$ cat src/rtl/ram_bus_arbiter.sv
// rtl/ram_bus_arbiter.sv - round-robin sharing of one synchronous RAM between the tv80n CPU and an aux master
//
// Purpose:
//   Arbitrates a single-port synchronous RAM between the CPU (decoded rd/wr
//   strobes, stretched through wait_n) and an auxiliary loader/DMA master
//   (req/gnt handshake). Ties alternate on the last served master. Each
//   access is a three-step sequence IDLE -> ISSUE (-> RESP for reads), so
//   only one access is ever outstanding. IDLE always sits between two accesses.
//
// Ports:
//   clk, reset_n                 clock, synchronous active-low reset
//   cpu_rd, cpu_wr               decoded CPU strobes, held for the CPU cycle
//   cpu_addr, cpu_wdata          CPU address / write data
//   cpu_rdata                    registered read data to the CPU
//   cpu_wait_n                   0 stretches the current CPU cycle
//   aux_req, aux_we              aux request (held until aux_gnt), 1 = write
//   aux_addr, aux_wdata          aux address / write data
//   aux_gnt                      1-cycle pulse in the cycle the aux access hits the RAM
//   aux_rvalid, aux_rdata        1-cycle read-data strobe, data held until next aux read
//   ram_addr, ram_din            RAM address / write data
//   ram_rd, ram_we               RAM read / write enables (never both high)
//   ram_dout                     RAM read data, valid the cycle after ram_rd

module ram_bus_arbiter #(
  parameter int ADDR_WIDTH = 12,
  parameter int DATA_WIDTH = 8
) (
  input  logic                  clk,
  input  logic                  reset_n,
  input  logic                  cpu_rd,
  input  logic                  cpu_wr,
  input  logic [ADDR_WIDTH-1:0] cpu_addr,
  input  logic [DATA_WIDTH-1:0] cpu_wdata,
  output logic [DATA_WIDTH-1:0] cpu_rdata,
  output logic                  cpu_wait_n,
  input  logic                  aux_req,
  input  logic                  aux_we,
  input  logic [ADDR_WIDTH-1:0] aux_addr,
  input  logic [DATA_WIDTH-1:0] aux_wdata,
  output logic                  aux_gnt,
  output logic                  aux_rvalid,
  output logic [DATA_WIDTH-1:0] aux_rdata,
  output logic [ADDR_WIDTH-1:0] ram_addr,
  output logic [DATA_WIDTH-1:0] ram_din,
  output logic                  ram_rd,
  output logic                  ram_we,
  input  logic [DATA_WIDTH-1:0] ram_dout
);

  typedef enum logic [1:0] {
    IDLE  = 2'd0,
    ISSUE = 2'd1,
    RESP  = 2'd2
  } state_t;

  localparam logic OWNER_CPU = 1'b0;
  localparam logic OWNER_AUX = 1'b1;

  state_t state;
  state_t state_next;

  logic owner;       // master of the access in flight
  logic last_owner;  // master of the most recently retired access
  logic op_rd;       // access in flight is a read
  logic cpu_done;    // current CPU cycle already served
  logic cpu_live;    // CPU strobe has stayed high since its access was granted

  logic cpu_strobe;
  logic cpu_pend;
  logic grant_cpu;
  logic grant_aux;
  logic access_end;
  logic cpu_complete;

  assign cpu_strobe = cpu_rd | cpu_wr;
  assign cpu_pend   = cpu_strobe & ~cpu_done;

  // Combinational so the CPU is stretched in the very cycle its strobe rises.
  assign cpu_wait_n = ~cpu_pend;

  // A write retires as it leaves ISSUE, a read as it leaves RESP.
  assign access_end = ((state == ISSUE) && !op_rd) || (state == RESP);

  // Only credit the CPU if the strobe never dropped since the grant; an
  // abandoned access must not be mistaken for a later CPU cycle.
  assign cpu_complete = access_end && (owner == OWNER_CPU) && cpu_live && cpu_strobe;

  // RAM strobes and the aux grant exist only in ISSUE, which lasts one cycle.
  assign ram_rd  = (state == ISSUE) && op_rd;
  assign ram_we  = (state == ISSUE) && !op_rd;
  assign aux_gnt = (state == ISSUE) && (owner == OWNER_AUX);

  always_ff @(posedge clk) begin
    if (!reset_n) begin
      state <= IDLE;
    end else begin
      state <= state_next;
    end
  end

  always_comb begin
    state_next = state;
    grant_cpu  = 1'b0;
    grant_aux  = 1'b0;
    case (state)
      IDLE: begin
        // On a tie the master that was not served last wins.
        if (cpu_pend && (!aux_req || (last_owner == OWNER_AUX))) begin
          grant_cpu  = 1'b1;
          state_next = ISSUE;
        end else if (aux_req) begin
          grant_aux  = 1'b1;
          state_next = ISSUE;
        end
      end
      ISSUE: begin
        state_next = op_rd ? RESP : IDLE;
      end
      RESP: begin
        state_next = IDLE;
      end
      default: begin
        state_next = IDLE;
      end
    endcase
  end

  always_ff @(posedge clk) begin
    if (!reset_n) begin
      owner      <= OWNER_CPU;
      last_owner <= OWNER_AUX;
      op_rd      <= 1'b0;
      cpu_done   <= 1'b0;
      cpu_live   <= 1'b0;
      ram_addr   <= '0;
      ram_din    <= '0;
      cpu_rdata  <= '0;
      aux_rdata  <= '0;
      aux_rvalid <= 1'b0;
    end else begin
      aux_rvalid <= 1'b0;

      if (grant_cpu) begin
        owner    <= OWNER_CPU;
        ram_addr <= cpu_addr;
        ram_din  <= cpu_wdata;
        // A simultaneous rd+wr decode is treated as a write.
        op_rd    <= ~cpu_wr;
      end else if (grant_aux) begin
        owner    <= OWNER_AUX;
        ram_addr <= aux_addr;
        ram_din  <= aux_wdata;
        op_rd    <= ~aux_we;
      end

      if (grant_cpu) begin
        cpu_live <= 1'b1;
      end else if (!cpu_strobe) begin
        cpu_live <= 1'b0;
      end

      if (access_end) begin
        last_owner <= owner;
      end

      if (state == RESP) begin
        if (owner == OWNER_AUX) begin
          aux_rdata  <= ram_dout;
          aux_rvalid <= 1'b1;
        end else begin
          cpu_rdata <= ram_dout;
        end
      end

      // Strobe low ends the CPU cycle, re-arming service for the next one.
      if (!cpu_strobe) begin
        cpu_done <= 1'b0;
      end else if (cpu_complete) begin
        cpu_done <= 1'b1;
      end
    end
  end

endmodule

$ cat config.mk
export PLATFORM = sky130hd
export DESIGN_NAME = ram_bus_arbiter
export DESIGN_NICKNAME = d
export VERILOG_FILES = /design/src/rtl/ram_bus_arbiter.sv
export SDC_FILE = /design/constraint.sdc
export NUM_CORES = 1
export LEC_CHECK = 0
export CORE_ASPECT_RATIO = 1.1
export CORE_UTILIZATION = 42
export DETAILED_ROUTE_END_ITERATION = 10
export PLACE_DENSITY = 0.88
export SETUP_SLACK_MARGIN = 0.2
export SKIP_CTS_REPAIR_TIMING = 1
export SYNTH_ARGS = -nofsm -noshare
export SYNTH_HDL_FRONTEND = slang
export SYNTH_SLANG_ARGS = --single-unit
$ cat constraint.sdc
create_clock -name clk -period 2.2 [get_ports clk]
set_clock_uncertainty 0.15 [all_clocks]
set_input_delay 0.44 -clock clk [delete_from_list [all_inputs] [get_ports clk]]
set_output_delay 0.44 -clock clk [all_outputs]
set_load 0.02 [all_outputs]
==> flow_summary.yaml <==
route:
  drc: 0
  initialDrtViolationCount: 104
  routedWlPerCell_um: 12.85
  viasPerCell: 5.074
  drtPass1Iterations: 4
  drt-total-wl_um: 4702
  ant_nets: 0
  num_vias: 1857
critical_path:
  cp_max_fo: 2
  cp_data_arrival_time_ns: 1.32
  r2r_cells: 5
  path_cells: "clkdlybuf4s50_1 -> o21ba_4 -> inv_2 -> clkbuf_2"
  critPathRequiredTime_ns: 1.61
  start_kind: "input pin"
  worstSetupPathType: "input pin to primary output"
  r2r-start: "state[1]$_SDFFE_PN0P_"
  rr_endpoint: "cpu_rdata[2]$_SDFFE_PN0P_"
  reg2reg_slack_ns: 0.46
  critPathCaptureType: "primary output"
  cpMaxStageDelayCell: "clkdlybuf4s50_1"
  critPathMaxStageDelay_ns: 0.43
sta:
  layout_setup_ws_ns: 0.2914
  finalCritPeriodShare: 0.8676
  layout_min_cycle_time_ns: 1.909
  slew_violations: 0
  slew_headroom: 0.7570
  rsz0062_at_grt: "no"
  setup_viol: 0
  tightest_slew_ns: 0.3637
  fmaxAchievable_mhz: 523.9
  finalHoldViolCount: 0
power:
  leakage_uw: 0.001166
  p_per_area_nw_per_um2: 696.0
  max-vdd-ir-drop_mv: 0.4773
synth:
  ys_seq_elements: 44
  synth-seq-area-share: 0.4968
  ys_types: 29
  syn-mean-instance-area_um2: 8.363
  synthCells: 212
  synth_edf_count: 0
  synth_area_leader_cell: "dfxtp_1"
  synth_async_sr_flop_share: 0
  ys_warn_count: 0
  ys_top_cells_by_area: "dfxtp_1, nand2_1, a31oi_1"
  syn-num-nets: 266
  netlist_area_um2: 1773
  yosys_most_used_dff: "dfxtp_1"
  synth_top_area_share: 0.4968
final_layout:
  layout-drive-gt1-share: 0.08599
  syn_to_final_growth_pct: 66.41
  utilization: 0.7387
  num_antenna_cells: 0
  mostFrequentLayoutCell: "clkdlybuf4s50_1"
  final_nets: 367
  most-common-layout-cells: "clkdlybuf4s50_1, nand2_1, dfxtp_1, a31oi_1"
  postLayoutCellArea_um2: 2950
hold_path:
  worstHoldStart: "aux_rdata[0]$_SDFFE_PN0P_"
  hold_path_depth: 2
  hold_end: "aux_rdata[0]$_SDFFE_PN0P_"
  hold_class: "flop to flop"
clocking:
  h-tree-depth: 2
  cts_root_buffer: "clkbuf_8"
  cts_buffer_depth: 2
  clk_latency_ns: 0.29
  cts_tree: "done"
  cts_buffers: 5
  clock_sinks: 44
  clk_pin_slew_ns: 0.08
global_route:
  overflow: 0
  grt_max_degree: 31
  grt_pass1_vias: 1841
  met2_usage: 0.4054
  antenna_found_initial: 0
  grt_util_met1: 0.2574
  grt_usage: 0.2317
  use_met3: 0.08007
  grt_pass1_wl_um: 8128
  grt_busiest_layer: "met2"
die:
  io_pins: 95
  initial_core_util: 0.4439
  rows: 24
  die_area_um2: 4486
  die_w_um: 63.95
  die_h_um: 70.15
  placeableCoreArea_um2: 3994
outcome:
  status: "completed"
place:
  place_area_um2: 2839
  pre_cts_slack_ns: -0.1507
  gp_congestion: 0.7608
  portBuffers: 94
  place_hpwl_um: 3425
job:
  maxCapViolations: 0
==> per-layer routing <==
metal	routed length (µm)	vias up
met5	0	-
met4	53	0
met3	370	6
met2	2363	78
met1	1916	838
li1	-	935
==> per-stage QoR <==
step,hold slack (ns),power [µW],instances,setup TNS (ns)
after floorplan,0.2958,1185,212,0
after global placement,0.2927,1465,358,-0.1627
after detailed placement,0.2999,1474,358,-0.1507
after CTS,0.3105,2073,366,-0.4580
after global routing,0.3232,2164,366,0
final,0.3094,2054,366,0
==> area by class of cell <==
type | count | area (µm²)
sequential | 44 | 882.1
clock inverter | 2 | 35.03
timing repair buffer | 109 | 1081
multi-input combinational | 151 | 807.0
inverter | 2 | 7.507
tap | 52 | 65.06
fill | 297 | 1044
clock buffer | 6 | 72.57
==> worst max-delay path, delay by kind of cell <==
family          cells  cell delay [ns]
buf+inv             3             0.64
compound gates      1             0.23
==> how the worst max path moves through the flow <==
stage | startpoint | endpoint | slack [ns]
6_report | cpu_wr | cpu_wait_n | 0.29
5_1_grt | cpu_wr | ram_din[6]$_SDFFE_PN0P_ | 0.25
4_1_cts | cpu_wr | cpu_wait_n | -0.16
3_5_place_dp | cpu_wr | cpu_wait_n | -0.15
3_3_place_gp | cpu_wr | cpu_wait_n | -0.16
2_1_floorplan | state[0]$_SDFFE_PN0P_ | cpu_done$_SDFFE_PN0P_ | 0.45
==> synth_stat cells (3+ instances only) <==
| cell | n |
|---|---|
| o21ai_0 | 13 |
| and2_1 | 3 |
| clkbuf_1 | 7 |
| nor2_1 | 11 |
| o21ai_1 | 9 |
| buf_2 | 4 |
| nand3_1 | 8 |
| dfxtp_1 | 44 |
| a21oi_1 | 11 |
| nor2b_1 | 3 |
| a31oi_1 | 20 |
| nand2_1 | 51 |
| mux2i_1 | 9 |
==> cells by family after synthesis <==
kind of cell | share of synthesized area
buffers and inverters | 0.04798
and+or+nand+nor | 0.2167
AOI/OAI and AO/OA | 0.1877
DFF | 0.4968
muxes | 0.05081
==> flip-flops by register name, summed over array words and instances, names as in the netlist <==
name / flops
aux_rvalid: 1
ram_addr: 12
cpu_rdata: 8
cpu_live: 1
state: 2
ram_din: 8
aux_rdata: 8
last_owner: 1
cpu_done: 1
owner: 1
op_rd: 1
==> power by group <==
group / total (µW) / internal [µW] / leakage (µW) / switching [µW]
sequential: 897 / 862 / 0.000361 / 35.0
combinational: 559 / 290 / 0.000750 / 269
clock: 598 / 337 / 0.0000552 / 261
(Power assumes the default switching activity.)
